### config.mk
export PLATFORM = sky130hd
export DESIGN_NAME = rawp_port_arbiter
export DESIGN_NICKNAME = d
export VERILOG_FILES = /design/src/rtl/rawp_port_arbiter.sv
export SDC_FILE = /design/constraint.sdc
export NUM_CORES = 1
export LEC_CHECK = 0
export CAP_MARGIN = 5
export CORE_MARGIN = 8
export CORE_UTILIZATION = 22
export CTS_BUF_LIST = sky130_fd_sc_hd__clkbuf_2
export CTS_CLUSTER_SIZE = 8
export DETAILED_ROUTE_END_ITERATION = 10
export PLACE_DENSITY = 0.77
export SLEW_MARGIN = 20
export SYNTH_ARGS = -nofsm -noshare
export SYNTH_HDL_FRONTEND = slang
export SYNTH_SLANG_ARGS = --single-unit
export TNS_END_PERCENT = 1
### constraint.sdc
create_clock -name rawp_clk -period 2.14 [get_ports rawp_clk]
set_clock_uncertainty 0.1 [all_clocks]
set_input_delay 0.428 -clock rawp_clk [delete_from_list [all_inputs] [get_ports rawp_clk]]
set_output_delay 0.428 -clock rawp_clk [all_outputs]
set_load 0.02 [all_outputs]
### src/rtl/rawp_port_arbiter.sv
// ---------------------------------------------------------------------------
// rawp_port_arbiter
//   Shares the single RAW port of wb_dma_ram between two on-chip masters
//   (r0, r1). Ownership is round-robin with bounded bursts. At most one
//   access (beat) is issued per cycle. Read data comes back a fixed one cycle
//   after the beat and is tagged to the requester that issued it.
//
// Ports
//   rawp_clk, rawp_rst          clock, asynchronous active-high reset
//   rN_req_i/adr_i/dat_i/we_i   requester N access request and payload
//   rN_gnt_o                    requester N owns the port this cycle
//   rN_rvalid_o, rN_err_o       completion pulse / out-of-range flag for
//                               the beat requester N issued last cycle
//   rdata_o                     shared read data, valid with rN_rvalid_o
//   ram_adr_o/dat_o/we_o        to the RAM RAW port
//   ram_dat_i, ram_stall_i      from the RAM RAW port
// ---------------------------------------------------------------------------
module rawp_port_arbiter #(
  parameter int ADDR_WIDTH = 11,
  parameter int MAX_BURST  = 8
) (
  input  logic                  rawp_clk,
  input  logic                  rawp_rst,
  input  logic                  r0_req_i,
  input  logic [ADDR_WIDTH-1:0] r0_adr_i,
  input  logic [31:0]           r0_dat_i,
  input  logic                  r0_we_i,
  input  logic                  r1_req_i,
  input  logic [ADDR_WIDTH-1:0] r1_adr_i,
  input  logic [31:0]           r1_dat_i,
  input  logic                  r1_we_i,
  output logic                  r0_gnt_o,
  output logic                  r1_gnt_o,
  output logic                  r0_rvalid_o,
  output logic                  r1_rvalid_o,
  output logic                  r0_err_o,
  output logic                  r1_err_o,
  output logic [31:0]           rdata_o,
  output logic [ADDR_WIDTH-1:0] ram_adr_o,
  output logic [31:0]           ram_dat_o,
  output logic                  ram_we_o,
  input  logic [31:0]           ram_dat_i,
  input  logic                  ram_stall_i
);

  localparam int CNT_W = (MAX_BURST > 1) ? $clog2(MAX_BURST) : 1;
  localparam logic [CNT_W-1:0] CNT_LAST = CNT_W'(MAX_BURST - 1);

  localparam logic [1:0] ST_IDLE = 2'd0;
  localparam logic [1:0] ST_OWN0 = 2'd1;
  localparam logic [1:0] ST_OWN1 = 2'd2;

  logic [1:0]       state_q, state_d;
  logic             last_q, last_d;     // index of the previous owner
  logic [CNT_W-1:0] cnt_q, cnt_d;
  logic             tag_vld_q, tag_vld_d;
  logic             tag_own_q, tag_own_d;

  logic own0, own1, beat, req_oth;
  logic [1:0] st_other;

  assign own0     = (state_q == ST_OWN0);
  assign own1     = (state_q == ST_OWN1);
  assign beat     = (own0 & r0_req_i) | (own1 & r1_req_i);
  assign req_oth  = own0 ? r1_req_i : r0_req_i;
  assign st_other = own0 ? ST_OWN1 : ST_OWN0;

  // Grants come straight from registered state: no req->gnt comb path.
  assign r0_gnt_o = own0;
  assign r1_gnt_o = own1;

  // RAM mux. Write enable only on a real beat so a granted-but-idle cycle
  // can never corrupt memory.
  always_comb begin
    ram_adr_o = '0;
    ram_dat_o = '0;
    ram_we_o  = 1'b0;
    if (own0) begin
      ram_adr_o = r0_adr_i;
      ram_dat_o = r0_dat_i;
      ram_we_o  = beat & r0_we_i;
    end else if (own1) begin
      ram_adr_o = r1_adr_i;
      ram_dat_o = r1_dat_i;
      ram_we_o  = beat & r1_we_i;
    end
  end

  always_comb begin
    state_d = state_q;
    last_d  = last_q;
    cnt_d   = cnt_q;
    case (state_q)
      ST_IDLE: begin
        cnt_d = '0;
        if (r0_req_i && r1_req_i) state_d = last_q ? ST_OWN0 : ST_OWN1;
        else if (r0_req_i)        state_d = ST_OWN0;
        else if (r1_req_i)        state_d = ST_OWN1;
      end
      ST_OWN0, ST_OWN1: begin
        if (beat) begin
          if (cnt_q == CNT_LAST) begin
            // Burst limit: hand over only if the other side is waiting,
            // otherwise the counter wraps and the owner keeps the port.
            cnt_d = '0;
            if (req_oth) state_d = st_other;
          end else begin
            cnt_d = cnt_q + 1'b1;
          end
        end else begin
          cnt_d   = '0;
          state_d = req_oth ? st_other : ST_IDLE;
        end
      end
      default: begin
        state_d = ST_IDLE;
        cnt_d   = '0;
      end
    endcase
    if ((state_d != state_q) && (state_q != ST_IDLE)) last_d = own1;
  end

  // Return tag captures the issuing owner so a hand-over in the same cycle
  // does not misroute the completion.
  assign tag_vld_d = beat;
  assign tag_own_d = own1;

  always_ff @(posedge rawp_clk or posedge rawp_rst) begin
    if (rawp_rst) begin
      state_q   <= ST_IDLE;
      last_q    <= 1'b1;
      cnt_q     <= '0;
      tag_vld_q <= 1'b0;
      tag_own_q <= 1'b0;
    end else begin
      state_q   <= state_d;
      last_q    <= last_d;
      cnt_q     <= cnt_d;
      tag_vld_q <= tag_vld_d;
      tag_own_q <= tag_own_d;
    end
  end

  assign r0_rvalid_o = tag_vld_q & ~tag_own_q;
  assign r1_rvalid_o = tag_vld_q &  tag_own_q;
  assign r0_err_o    = r0_rvalid_o & ram_stall_i;
  assign r1_err_o    = r1_rvalid_o & ram_stall_i;
  assign rdata_o     = ram_dat_i;

endmodule

### Word-level counts from Yosys, hierarchy flattened

Index checks and enable logic that the tools add are counted.

* $add $sub $neg: 1
* equal/unequal tests: 4
* mux-type cells: 20
* bitwise operators: 10
* reductions and logical operators: 5

Operator list (number)
* $mux W32: 2
* $mux W11: 2
* $mux W2: 9
* $mux W3: 3
* $and A1 B1 Y1: 8
* $pmux W2 S2: 1
* $add A3 B1 Y3 const B: 1
* $eq A3 B3 Y1 const B: 1
* $mux W1: 3
* $eq A2 B1 Y1 const B: 1
* $eq A2 B2 Y1 const B: 1
* $logic_and A1 B1 Y1: 2
* $logic_not A2 Y1: 1
* $ne A2 B2 Y1: 1
* $reduce_bool A2 Y1: 1
* $reduce_or A2 Y1: 1
* $not A1 Y1: 1
* $or A1 B1 Y1: 1

* register bits: 8
* bits of input ports: 125
* output and inout port bits: 82
* logic and storage cells: 45

### Depth between registers and ports, before layout

* depth in word-level cells: 8
* mapped depth: 8
* gate-level depth less buffers: 7

### Least setup slack after synthesis

OpenSTA, ideal clock, no wires.

* path kind: flip-flop to output port
* start: reg state_q[0]
* end: out ram_dat_o[10]
* arrival time: 1.940 ns
* required time: 1.612 ns
* slack: -0.328 ns
* stages on the path, launching flop included: 7
* buffers on the path: 2
* path through: dfrtp_1 > inv_1 > ha_1 > buf_4 > clkbuf_1 > nand2_1 > o21ai_0

* longest elaborated chain between the ends: 3
* elaborated cells on any way between the ends: 4
* those cells by class: eq/ne: 2; mux: 2

RTL lines
* start, declared: line 53 `logic [1:0] state_q, state_d;`
* start signal, assigned: line 136 `state_q <= state_d;`
* $eq A2 B2 Y1: line 63 `assign own1 = (state_q == ST_OWN1);`
* net r1_gnt_o: line 33 `output logic r1_gnt_o,`
* $mux W32: line 82 `end else if (own1) begin`
* $mux W32: line 78 `if (own0) begin`
* end, declared: line 40 `output logic [31:0] ram_dat_o,`

The timed path passes the listed nets, and every way through them passes these cells.

### Final worst setup path

* start: reg state_q[0]
* end: reg last_q

* longest elaborated chain between the ends: 8
* elaborated cells on any way between the ends: 20
* those cells by class: eq/ne: 3; mux: 10; bitwise: 3; reduce/logical: 4

RTL lines
* $eq A2 B1 Y1: line 62, 93
* $mux W2 or $mux W1 (tied branches): line 66, 65
* $mux W2: line 106 `if (req_oth) state_d = st_other;`
* $mux W2: line 102 `if (cnt_q == CNT_LAST) begin`
* $mux W2: line 101 `if (beat) begin`
* $pmux W2 S2: line 93 `case (state_q)`
* $ne A2 B2 Y1: line 120 `if ((state_d != state_q) && (state_q != ST_IDLE)) last_d = own1;`
* $logic_and A1 B1 Y1: line 120
* end signal, assigned: line 137 `last_q <= last_d;`
* end, declared: line 54 `logic last_q, last_d;`

Several ways; a longest one is shown, not always the timed one.
A chain may end at the register's enable or synchronous reset.

==> summary.txt <==
Critical path
  – Worst EP required: 2240 ps
  – Crit path from: state_q[0]$_DFF_PP0_
  – CP max FO: 6
  – Crit Path Class: reg -> reg
  – CP arrival: around 2400 ps
  – CP Launch Type: register
  – Crit Reg-Reg Startpoint: state_q[0]$_DFF_PP0_
  – Crit. End Element: register

STA
  – Slew Viols, Final: 0
  – RSZ-0062 raised after global routing: true
  – Fmax: between 0.4 and 0.5 GHz
  – Min Tclk post-route: between 2000 and 2500 ps
  – Hold WS: approximately 280 ps
  – Final Hold Viols: 0
  – Final period util: 106%
  – Worst Setup Slack, final: -127 ps
  – Max-Slew Margin vs Limit: around four fifths
  – Setup-failing EPs final: 3
  – Least-Margin Pin Slew: ~280 ps

Power
  – Leak: approximately 1.3 nW
  – Pwr Total: ~0.0035 W
  – Cell Pwr Density: around 1200 nW/um^2
  – VDD IR max: 0.525 mV

Clock network
  – CTS tree: done
  – Max Root-Sink Buffers: 2
  – Sink Count: 8
  – Inserted Clock Buffers: 3
  – Clk_lat worst skew: 270 ps
  – CTS H-Tree Depth: 1
  – Root Driver: clkbuf_2
  – Hold_buf cts: 0
  – CTS clk-pin slew, worst paths: roughly 100 ps

Synthesis
  – Mux cell area share after synthesis: approximately 1.5%
  – Top FF cell, synth: dfrtp_1
  – Synth Register Bits: 8
  – Mean Syn Cell Area: about 7.0 sq um
  – Async SR Flop Fraction: between 90% and 100%
  – Largest family of logic cells by synthesized area: compound AO/OA/AOI/OAI gates
  – Synth Area in XOR/XNOR: 0%
  – Post-synthesis adder-cell area fraction: around 6.8%
  – Synth Net Count: 339
  – Post-synth cell types: 37
  – Synth warn: 0
  – Sequential area share after synthesis: between 10% and 20%
  – Post-synthesis compound-gate area fraction: a little under a third
  – Synth Area in Simple Gates: between 20% and 30%
  – Mapped Cells: 207
  – Synthesized cell area: 1450 sq um
  – Post-synth EDFFs: 0

Route
  – DR vias: between 1,500 and 2,000
  – Via/cell ratio: about 4.6
  – Drt drc: 0
  – Post-route ant nets: 0
  – Drt wl/cell: around 16 um
  – Post-Route WL: 6560 um
  – Drt pass-1 iters: 4
  – Initial DRC count: 27

Layout
  – P&R area growth vs syn: 106%
  – Filler cell count: 640
  – Final #Nets: approximately 460
  – Fin cells: between 400 and 500
  – Final core utilization: roughly 47%
  – ANT cells: 0
  – Share of cells above drive strength 1: roughly 34%
  – Commonest cells after routing, fill and taps aside: clkdlybuf4s50_1, nand2_1, buf_6
  – Most common cell after layout, fill and taps aside: clkdlybuf4s50_1
  – Post-route cell area: 2990 sq um

Hold path
  – Worst min path class: in -> async

Place
  – Port Buffers: ~140
  – Hpwl dp: between 5000 and 6000 um
  – Placed Area: between 2000 and 3000 sq um
  – Placed Cells: between 300 and 400
  – GP Congestion: approximately 0.79

Floorplanning
  – Die area: 9460 sq um
  – Core ar.: ~6400 sq um
  – Die Ht: 97.3 um
  – Initial core utilization: between 20% and 30%
  – X dimension of the die: between 90 and 100 um
  – FP Rows: 29
  – I/O pins: around 210

GRT
  – Global-route wire length before repair: around 10000 um
  – GRT Overall Usage: between 10% and 20%
  – Initial antenna violation count: 0
  – Vias in the first global route: ~1,900
  – Largest net degree at the start of global routing: 33
  – Total gr overflow: 0

Run
  – Max-cap violation count: 0

Run status
  – Status: complete, but fails checks
  – Failing checks: setup timing
[worst paths after layout]
path	cells past startpoint	endpoint	slack (ps)
worst max-delay path	8	last_q$_DFFE_PP1P_	-130
worst min-delay path	2	cnt_q[0]$_DFF_PP0_	280
worst max register to register	8	last_q$_DFFE_PP1P_	-130
worst min register to register	1	cnt_q[0]$_DFF_PP0_	350
max in group asynchronous	2	last_q$_DFFE_PP1P_	1380
min in group rawp_clk	1	cnt_q[0]$_DFF_PP0_	350
[cell families (layout without fill, tap and decap cells)]
group,after synthesis,in the layout
AND/OR/NAND/NOR,72,72
adder cells (fa/ha/maj),8,8
flip-flops,8,8
multiplexers,2,2
buffers and inverters,54,173
AO/OA/AOI/OAI,63,63
[final cells by class]
type | count | area (sq um) | area share [%]
clock buffer | 4 | 20.0 | 0.671
inverter | 6 | 22.5 | 0.754
multi-input combinational | 145 | 1040 | 35.0
sequential | 8 | 204 | 6.83
tap | 77 | 96.3 | 3.23
timing repair buffer | 163 | 1600 | 53.6
[synthesized netlist by cell type, drive strengths merged, types with 2 or more instances]
master	count	area, sq um
o21a	2	15.0
a21oi	5	28.8
nor2b	2	12.5
nand2	52	198
nor2	4	15.0
nand3b	2	15.0
o22ai	4	38.8
a22oi	2	20.0
clkbuf	10	37.5
ha	7	87.6
dfrtp	7	175
and2	2	15.0
and3	3	18.8
nor4b	2	30.0
a22o	20	175
nand2b	3	18.8
inv	6	22.5
o21ai	27	135
buf	38	287
[sequential cells by signal, indices dropped and copies added, names as in the netlist]
signal and count:
last_q 1, state_q 2, tag_vld_q 1, tag_own_q 1
cnt_q 3
[what timing repair did]
action	4_1_cts	5_1_grt
setup endpoints to repair	49	44
gates resized for setup	189	72
gates cloned	0	0
pin swaps	1	13
setup buffers	0	1
endpoints found under the hold margin	0	0
[per-layer routing]
metal | up-vias | global-route usage [%] | routed length, um
met1 | 834 | 13.1 | 2440
met4 | 0 | 5.71 | 180
met2 | 74 | 23.4 | 3490
li1 | 923 | - | -
met5 | - | 0 | 0
met3 | 18 | 2.77 | 448
[through the flow]
step	worst slack [ps]	setup TNS, ps
global route	-227	-1310
global placement	-306	-9420
detailed placement	-312	-11260
CTS	-121	-422
finish	-127	-168
floorplan	-36.8	-490
[critical path, stage by stage (launching register included)]
cell and delay [ps]:
dfrtp_2 440, buf_4 170, ha_4 190, buf_6 120
or2_1 240, o22ai_2 220, nor4b_2 80, o41ai_2 290
mux2_1 350
[power by group]
part	switching [W]	leakage, nW	internal [W]
sequential	0.0000409	0.101	0.000210
clock	0.0000662	0.0166	0.0000496
combinational	0.00162	1.19	0.00152
Power figures use the tool's default switching activity.
